==> src/rtl/ext_mem_arbiter.sv <==
// Two-requester round-robin front end for the single-port external key-value memory.
// Each operation is issued for one cycle, its registered result captured, then returned on the owner's response channel.
module ext_mem_arbiter #(
  parameter int WIDTH        = 32,
  parameter int VALUE_SIZE   = 32,
  parameter int EXT_MEM_SIZE = 2048,
  localparam int CW          = $clog2(EXT_MEM_SIZE + 1)
) (
  input  logic                  clk,
  input  logic                  reset,
  input  logic                  req0_valid,
  output logic                  req0_ready,
  input  logic [1:0]            req0_op,
  input  logic [WIDTH-1:0]      req0_key,
  input  logic [VALUE_SIZE-1:0] req0_value,
  input  logic                  req1_valid,
  output logic                  req1_ready,
  input  logic [1:0]            req1_op,
  input  logic [WIDTH-1:0]      req1_key,
  input  logic [VALUE_SIZE-1:0] req1_value,
  output logic                  rsp0_valid,
  input  logic                  rsp0_ready,
  output logic [VALUE_SIZE-1:0] rsp0_value,
  output logic                  rsp0_hit,
  output logic                  rsp0_success,
  output logic                  rsp1_valid,
  input  logic                  rsp1_ready,
  output logic [VALUE_SIZE-1:0] rsp1_value,
  output logic                  rsp1_hit,
  output logic                  rsp1_success,
  output logic [1:0]            mem_operation,
  output logic [WIDTH-1:0]      mem_key,
  output logic [VALUE_SIZE-1:0] mem_value_in,
  input  logic [VALUE_SIZE-1:0] mem_value_out,
  input  logic                  mem_hit,
  input  logic                  mem_success,
  output logic [CW-1:0]         entry_count,
  output logic                  busy
);

  typedef enum logic [1:0] {IDLE, ISSUE, CAPTURE, RESP} state_t;

  localparam logic [1:0] OP_LOOKUP  = 2'b00;
  localparam logic [1:0] OP_INSERT  = 2'b01;
  localparam logic [1:0] OP_DELETE  = 2'b10;
  localparam logic [1:0] OP_ILLEGAL = 2'b11;

  state_t                state_q, state_d;
  logic                  last_q;
  logic                  id_q;
  logic [1:0]            op_q;
  logic [WIDTH-1:0]      key_q;
  logic [VALUE_SIZE-1:0] val_q;
  logic [VALUE_SIZE-1:0] rsp_value_q;
  logic                  rsp_hit_q;
  logic                  rsp_success_q;
  logic [CW-1:0]         cnt_q;

  logic                  sel;
  logic                  accept;
  logic                  short_cut;
  logic                  rsp_take;
  logic [1:0]            sel_op;
  logic [WIDTH-1:0]      sel_key;
  logic [VALUE_SIZE-1:0] sel_value;

  // On a tie the requester that was not served last wins.
  assign sel       = req1_valid & (~req0_valid | ~last_q);
  assign accept    = (state_q == IDLE) & (req0_valid | req1_valid) & ~reset;
  assign sel_op    = sel ? req1_op : req0_op;
  assign sel_key   = sel ? req1_key : req0_key;
  assign sel_value = sel ? req1_value : req0_value;
  assign rsp_take  = id_q ? rsp1_ready : rsp0_ready;

  // Outcomes decidable from the entry count alone never touch the memory.
  assign short_cut = (sel_op == OP_ILLEGAL)
                   | ((sel_op == OP_INSERT) & (cnt_q == CW'(EXT_MEM_SIZE)))
                   | (((sel_op == OP_LOOKUP) | (sel_op == OP_DELETE)) & (cnt_q == '0));

  assign req0_ready = accept & ~sel;
  assign req1_ready = accept & sel;

  assign mem_operation = (state_q == ISSUE) ? op_q : OP_ILLEGAL;
  assign mem_key       = key_q;
  assign mem_value_in  = val_q;
  assign entry_count   = cnt_q;
  assign busy          = (state_q != IDLE);

  assign rsp0_valid   = (state_q == RESP) & ~id_q;
  assign rsp0_value   = rsp0_valid ? rsp_value_q : '0;
  assign rsp0_hit     = rsp0_valid & rsp_hit_q;
  assign rsp0_success = rsp0_valid & rsp_success_q;
  assign rsp1_valid   = (state_q == RESP) & id_q;
  assign rsp1_value   = rsp1_valid ? rsp_value_q : '0;
  assign rsp1_hit     = rsp1_valid & rsp_hit_q;
  assign rsp1_success = rsp1_valid & rsp_success_q;

  always_comb begin
    state_d = state_q;
    case (state_q)
      IDLE:    if (accept) state_d = short_cut ? RESP : ISSUE;
      ISSUE:   state_d = CAPTURE;
      CAPTURE: state_d = RESP;
      RESP:    if (rsp_take) state_d = IDLE;
      default: state_d = IDLE;
    endcase
  end

  always_ff @(posedge clk) begin
    if (reset) begin
      state_q       <= IDLE;
      last_q        <= 1'b1;
      id_q          <= 1'b0;
      op_q          <= OP_ILLEGAL;
      key_q         <= '0;
      val_q         <= '0;
      rsp_value_q   <= '0;
      rsp_hit_q     <= 1'b0;
      rsp_success_q <= 1'b0;
      cnt_q         <= '0;
    end else begin
      state_q <= state_d;
      if (accept) begin
        last_q <= sel;
        id_q   <= sel;
        op_q   <= sel_op;
        key_q  <= sel_key;
        val_q  <= sel_value;
        if (short_cut) begin
          rsp_value_q   <= '0;
          rsp_hit_q     <= 1'b0;
          rsp_success_q <= 1'b0;
        end
      end
      // Memory outputs were registered at the end of ISSUE and are valid now.
      if (state_q == CAPTURE) begin
        if (op_q == OP_LOOKUP) begin
          rsp_hit_q     <= mem_hit;
          rsp_success_q <= mem_hit;
          rsp_value_q   <= mem_hit ? mem_value_out : '0;
        end else begin
          rsp_hit_q     <= 1'b0;
          rsp_success_q <= mem_success;
          rsp_value_q   <= '0;
        end
        if (mem_success && op_q == OP_INSERT) cnt_q <= cnt_q + CW'(1);
        if (mem_success && op_q == OP_DELETE) cnt_q <= cnt_q - CW'(1);
      end
    end
  end

endmodule

==> config.mk <==
export PLATFORM = sky130hd
export DESIGN_NAME = ext_mem_arbiter
export DESIGN_NICKNAME = d
export VERILOG_FILES = /design/src/rtl/ext_mem_arbiter.sv
export SDC_FILE = /design/constraint.sdc
export NUM_CORES = 1
export LEC_CHECK = 0
export ABC_AREA = 1
export CAP_MARGIN = 20
export CORE_AREA = 2 2 124 126
export CTS_CLUSTER_SIZE = 28
export DETAILED_ROUTE_END_ITERATION = 7
export DIE_AREA = 0 0 126 128
export PLACE_DENSITY = 0.8
export SYNTH_ARGS = -nofsm -noshare
export SYNTH_HDL_FRONTEND = slang
export SYNTH_SLANG_ARGS = --single-unit
==> constraint.sdc <==
create_clock -name clk -period 2.08 [get_ports clk]
set_input_delay 0.208 -clock clk [delete_from_list [all_inputs] [get_ports clk]]
set_output_delay 0.208 -clock clk [all_outputs]
set_load 0.1 [all_outputs]
==> summary.txt, run 1 <==
Status
  • Status: complete, no violations

Timing
  • Crit path time final: 2002 ps
  • Fin. max-slew vios: 0
  • Fin crit share: 0.9627
  • Relative slew slack: 0.7246
  • Hold Vio Cnt, Final: 0
  • Setup Total Neg Slack: 0 ps
  • Worst setup margin: 77.64 ps
  • Setup violators final: 0
  • Worst Tran Pin Value: 411.6 ps
  • Fmax: 0.4994 GHz
  • Clock Skew: 8.549 ps

Run
  • Max cap viols: 0

Synth
  • EDFF count, synth: 0
  • Synth top area cells: dfxtp_1, nand2_1, a31oi_1, nor2_1, inv_1
  • Synth cell types: 36
  • Async SR Flop Fraction: 0
  • Most common cell in the synthesized netlist: nand2_1
  • Post-synth top area cell: dfxtp_1
  • Seq/Total Area, Yosys: 0.4124
  • Post-Syn Instances: 839
  • Synth top area share: 0.4124
  • Synthesis warning total: 0
  • Post-synthesis area per instance: 6.712 um^2
  • Post-Syn Area: 5632 um^2
  • Synth top cells by count: nand2_1, dfxtp_1, nor2_1, inv_1, a31oi_1
  • Post-synthesis register bit count: 116
  • Syn nets: 1017
  • Main synth FF type: dfxtp_1

Global route
  • Largest net degree at the start of global routing: 106
  • Vias in the first global route: 6476
  • Initial antenna violation count: 0
  • Overall global routing resource usage: 0.2604
  • Wire length of the first global-routing pass: 33170 um
  • GR Overflow Total: 0

Routing
  • DRC viols: 0
  • Average wire per standard cell: 16.21 um
  • DR pass1 iterations: 5
  • Post-DRT Antenna Nets: 0
  • Via density: 5.061
  • Routed wire length: 22290 um
  • Via Count: 6959
  • Iteration-0 DRC count of the detailed router: 440

Min path
  • Hold Crit Class: in2reg
  • WHS Path Cells: 4

Clock network
  • H-tree depth: 4
  • CTS Root Cell: clkbuf_16
  • Clock sinks: 116
  • Worst-skew pair later-pin latency: 410 ps
  • Cts bufs inserted: 17
  • CTS tree: done
  • Clock-pin slew on the worst setup and hold paths: 50 ps
  • CTS max path bufs: 2

Placed design
  • Pre-CTS WS: -92.90 ps
  • Dpl cell area: 9679 um^2
  • Dpl hpwl: 15640 um
  • Port-buffer cells: 322
  • Final GP Congestion: 0.9635

Layout
  • Share of cells above drive strength 1: 0.2679
  • NumNets Final: 1352
  • # diodes: 0
  • Finished Core Util: 0.7181
  • FILL cells: 1121
  • Layout area overhead: 89.54%
  • Cell area after layout: 10670 um^2

Setup path
  • CP arrival: 1790 ps
  • Critical Path End: req0_ready
  • Reg2reg start: state_q[1]
  • R2R cell count: 11
  • Crit. End Element: output port
  • Reg2reg setup slack: 150 ps
  • Critical Path RT: 1870 ps
  • Reg2reg end: mem_value_in[20]
  • Crit path max fanout: 8
  • Crit path from: state_q[1]
  • Startpoint types: register
  • CP Class: reg2out

Floorplan
  • DIE AREA: 16130 um^2
  • Top Ports: 323
  • Total core area: 14860 um^2
  • Initial core utilization: 0.3789
  • Die Wd: 126 um
  • Num rows: 45
  • Chip Height: 128 um

Power
  • Static Leak: 4.164 nW
  • Power per cell area: 962.3 nW/um^2
  • Maximum VDD drop: 601.9 uV
==> layer usage <==
layer / up-vias / GRT usage / share of wire
met5: - / 0 / 0
met4: 0 / 0.1241 / 0.031
met3: 50 / 0.06511 / 0.073
met2: 347 / 0.4538 / 0.51
met1: 3224 / 0.2998 / 0.39
li1: 3338 / - / -
==> through the flow <==
| stage | cells | power, mW | hold WS, ps |
|---|---|---|---|
| after floorplan | 839 | 5.750 | 325.5 |
| after global placement | 1325 | 6.936 | 440.6 |
| after detailed placement | 1325 | 6.967 | 451.3 |
| after CTS | 1364 | 10.17 | 143.0 |
| after global routing | 1375 | 10.65 | 190.5 |
| final | 1375 | 10.27 | 161.1 |
==> flip-flops by register name, indices dropped and copies added, names as in the netlist <==
name and cells:
id_q 1, mem_key 32, last_q 1, state_q 2
rsp_value_q 32, entry_count 12, mem_value_in 32, rsp_success_q 1
op_q 2, rsp_hit_q 1
==> worst min path at each step <==
stage,start,end,slack (ps)
after floorplan,req1_key[10],mem_key[10],330
after global placement,mem_key[10],mem_key[10],440
after detailed placement,rsp_value_q[17],rsp_value_q[17],450
after global routing,reset,mem_key[10],190
final,reset,mem_value_in[18],160
after CTS,reset,mem_value_in[18],140
==> cell usage in the layout, fill, tap and decap left out, types with 2 or more instances in the layout <==
master	instances
ha_1	4
o21ai_2	2
nor2_4	8
nand3_1	13
a22oi_1	3
a41oi_1	3
nor2_1	34
inv_2	3
clkinv_2	5
nand2_1	313
o21ai_0	13
o22ai_1	3
buf_4	109
nor2_2	50
a31oi_1	64
inv_1	75
clkinvlp_4	3
clkinv_4	3
bufbuf_16	2
buf_16	2
nand4_1	2
or2_1	2
nand2_4	4
a21oi_1	49
dfxtp_2	9
nand2_2	9
buf_12	80
clkbuf_16	17
o21ai_1	3
xor2_1	6
bufinv_16	4
dfxtp_1	107
clkdlybuf4s50_1	170
==> report_power, final <==
part           switching (mW)  total (mW)  leakage [nW]  internal [mW]
registers               0.198        2.71         0.947           2.51
clock network            1.06        3.06         0.299           2.00
logic                    3.16        4.50          2.92           1.35
total                    4.42        10.3          4.16           5.85
==> area by class of cell <==
type / instances / area [um^2] / share of cell area
clock inverter: 14 / 186.4 / 0.01747
tap: 188 / 235.2 / 0.02204
multi-input combinational: 596 / 2937 / 0.2751
inverter: 79 / 300.3 / 0.02813
sequential: 116 / 2333 / 0.2186
timing repair buffer: 364 / 4253 / 0.3984
clock buffer: 18 / 429.2 / 0.04021
==> timing repair <==
action | in CTS | in global routing
buffers inserted | 4 | 10
gates cloned | 3 | 0
setup endpoints to repair | 30 | 91
hold buffers | 0 | 0
gates resized for setup | 7 | 54
pin swaps | 2 | 3
==> logic make-up (layout without fill, tap and decap cells) <==
| logic type | after synthesis | in the layout | synth area share |
|---|---|---|---|
| simple gates | 439 | 439 | 0.3153 |
| fa+ha+maj | 6 | 6 | 0.01333 |
| mux | 1 | 1 | 0.001777 |
| flops | 116 | 116 | 0.4124 |
| compound gates | 143 | 143 | 0.1482 |
| xor+xnor | 7 | 7 | 0.01089 |
| buf+inv | 127 | 475 | 0.09820 |
==> critical path, stage by stage (launching register included) <==
cell and delay, ps:
dfxtp_2 340, inv_2 90, ha_4 150, clkinvlp_4 100, nor2_4 150, nand2_4 110
nor2_4 140, buf_12 130, buf_12 160
No activity file was read; power rests on OpenSTA's default activity.
==> inputs of run 2 (changes only) <==
Settings changed: CORE_AREA 2 2 124 126 to not set, CORE_ASPECT_RATIO set to 0.8, CORE_UTILIZATION set to 39, DIE_AREA 0 0 126 128 to not set, PLACE_DENSITY 0.8 to 0.82.
==> run 2 against run 1 <==
  * Register-to-register slack hardly changed
  * Worst setup slack better by 26 ps
  * Die area is 7.4% lower
  * Clock skew hardly changed
  * Worst hold slack worse by 11 ps
  * Critical path depth is 3 lower
  * Power is 3.3% higher
  * Combinational power is 0.9% lower
  * First-iteration DRC count is 6.4% lower
  * Clock power is 12% higher
  * Via count is 1.7% lower
  * Flip-flop and latch count stayed put
  * Largest cell class unchanged
  * Largest power group unchanged
==> summary.txt, run 2 (same netlist as run 1, synthesis figures left out) <==
Placed design
  • Pre-CTS WS: -125.9 ps (-32.98 ps)
  • Final GP Congestion: 0.9277 (-3.7%)
  • Dpl hpwl: 15820 um (+1.1%)
  • Dpl cell area: 9764 um^2 (+0.88%)
  • Port-buffer cells: 322 (unchanged)
  • Placed cells: 1323 (-0.15%)

Clock network
  • H-tree depth: 4 (unchanged)
  • CTS tree: done
  • CTS max path bufs: 2 (unchanged)
  • CTS Root Cell: clkbuf_16
  • Clock sinks: 116 (unchanged)
  • Cts bufs inserted: 17 (unchanged)
  • Clock-pin slew on the worst setup and hold paths: 50 ps (about the same)
  • Worst-skew pair later-pin latency: 420 ps (about the same)
  • Cts hold-fix bufs: 0 (unchanged)

Power
  • Sequential power share: 0.256 (-0.008)
  • Gate power share: 0.421 (-0.017)
  • Power per cell area: 996.8 nW/um^2 (+3.6%)
  • Clock power share: 0.324 (+0.026)
  • Static Leak: 4.184 nW (+0.49%)
  • Int Power: 6.243 mW (+6.6%)
  • Pwr Total: 10.61 mW (+3.3%)
  • Maximum VDD drop: 709.5 uV (+18%)
  • Sw frac: 0.4116 (-0.01857)
  • P_sw: 4.366 mW (-1.2%)

Setup path
  • Reg2reg setup slack: 160 ps (about the same)
  • Startpoint types: register
  • Slowest cell on crit path: dfxtp_2
  • CP Class: reg2out
  • CP arrival: 1770 ps (-20 ps)
  • Crit path max fanout: 9 (+1)
  • Max stage delay on crit path: 370 ps (+30 ps)
  • Critical Path RT: 1870 ps (about the same)
  • Crit. End Element: output port
  • Critical-path cell list: ha_2, nand2_2, buf_4, nor2_1, buf_12

Global route
  • Overall global routing resource usage: 0.2909 (+0.03049)
  • Vias in the first global route: 6729 (+3.9%)
  • GR Overflow Total: 0 (unchanged)
  • Wire length of the first global-routing pass: 33130 um (-0.13%)
  • Largest net degree at the start of global routing: 60 (-43%)
  • Initial antenna violation count: 1 (+1)

Min path
  • Hold Crit Class: in2reg

Routing
  • Routed wire length: 22000 um (-1.3%)
  • DRC viols: 0 (unchanged)
  • Average wire per standard cell: 16.12 um (-0.60%)
  • Via Count: 6839 (-1.7%)
  • DR pass1 iterations: 7 (+2)
  • Iteration-0 DRC count of the detailed router: 412 (-6.4%)
  • Post-DRT Antenna Nets: 0 (unchanged)
  • Via density: 5.010 (-1.0%)

Layout
  • Finished Core Util: 0.7692 (+0.05112)
  • Commonest cells after routing, fill and taps aside: nand2_1, clkdlybuf4s50_1, buf_4
  • FILL cells: 933 (-17%)
  • Seq. cell area: 2333 um^2 (unchanged)
  • Most common cell after layout, fill and taps aside: nand2_1
  • Area of the multi-input gates: 2872 um^2 (-2.2%)
  • Layout area overhead: 88.98%
  • NumNets Final: 1351 (-0.074%)
  • Cell area after layout: 10640 um^2 (-0.29%)
  • Final std cells w/o fill: 1365 (-0.73%)
  • Share of cells above drive strength 1: 0.2475 (-0.02044)

Timing
  • Fin. max-slew vios: 0 (unchanged)
  • Worst setup margin: 103.2 ps (+25.53 ps)
  • Clock Skew: 8.877 ps (+0.3280 ps)
  • Crit path time final: 1977 ps (-25.53 ps)
  • Worst Tran Pin Value: 565.0 ps (+153.4 ps)
  • Setup violators final: 0 (unchanged)
  • Setup Total Neg Slack: 0 ps (unchanged)
  • Hold Vio Cnt, Final: 0 (unchanged)
  • Fin crit share: 0.9504 (-0.01227)
  • Relative slew slack: 0.6233 (-0.1012)
  • Fmax: 0.5059 GHz (+1.3%)
  • RSZ-0062 raised after global routing: false
  • Smallest hold slack: 149.7 ps (-11.45 ps)

Status
  • Status: complete, no violations

Floorplan
  • Num rows: 38 (-16%)
  • DIE AREA: 14930 um^2 (-7.4%)
  • Die Wd: 136.4 um (+8.2%)
  • Total core area: 13840 um^2 (-6.9%)
  • Top Ports: 323 (unchanged)
  • Chip Height: 109.5 um (-14%)
  • Initial core utilization: 0.4070 (+0.02816)

Run
  • Max cap viols: 0 (unchanged)
## run 2: changes by cell type in the layout (fill, tap and decap cells not counted), sizes merged
cell      change
clkinv        -4
clkbuf        +1
clkinvlp      -2
bufinv        +3
bufbuf        -1
diode         +1
## run 2: path summary, 6_finish.rpt
check        depth (start not counted)         from             end
min reg2reg                          2  mem_key[10]     mem_key[10]
max reg2reg                         11      op_q[1]  entry_count[4]
max                                  5   state_q[1]   rsp1_value[4]
min                                  4        reset  entry_count[5]
## run 2: area by class of cell
class                      instances  share of cell area
antenna                            1           0.0002351
clock buffer                      19             0.04256
clock inverter                    11             0.02163
multi-input combinational        596              0.2698
tap                              180             0.02116
sequential                       116              0.2193
inverter                          79             0.02822
timing repair buffer             363              0.3971
## run 2: what timing repair did
action | CTS | global route
cloned | 1 | 0
endpoints found under the setup margin | 43 | 70
resized for setup | 7 | 28
pin swaps | 3 | 2
setup buffers | 9 | 1
## run 2: worst max-delay path: cells and delay by family, from the launching register on
family | cells | cell delay [ps]
buf+inv | 2 | 430
flops | 1 | 370
simple gates | 2 | 330
fa+ha+maj | 1 | 220
## run 2: power by group through the flow
stage	combinational (mW)	sequential (mW)	clock (mW)
6_report	4.46	2.71	3.43
5_1_grt	4.69	2.74	3.57
4_1_cts	4.44	2.70	3.47
3_5_place_dp	4.28	2.73	0
3_3_place_gp	4.24	2.73	0
2_1_floorplan	1.37	4.38	0
## run 2: metal layers
metal  wire, um  GRT usage
met1       8439     0.3205
met2      10800     0.4935
met3       1882     0.1033
met4        878     0.1548
met5          0          0
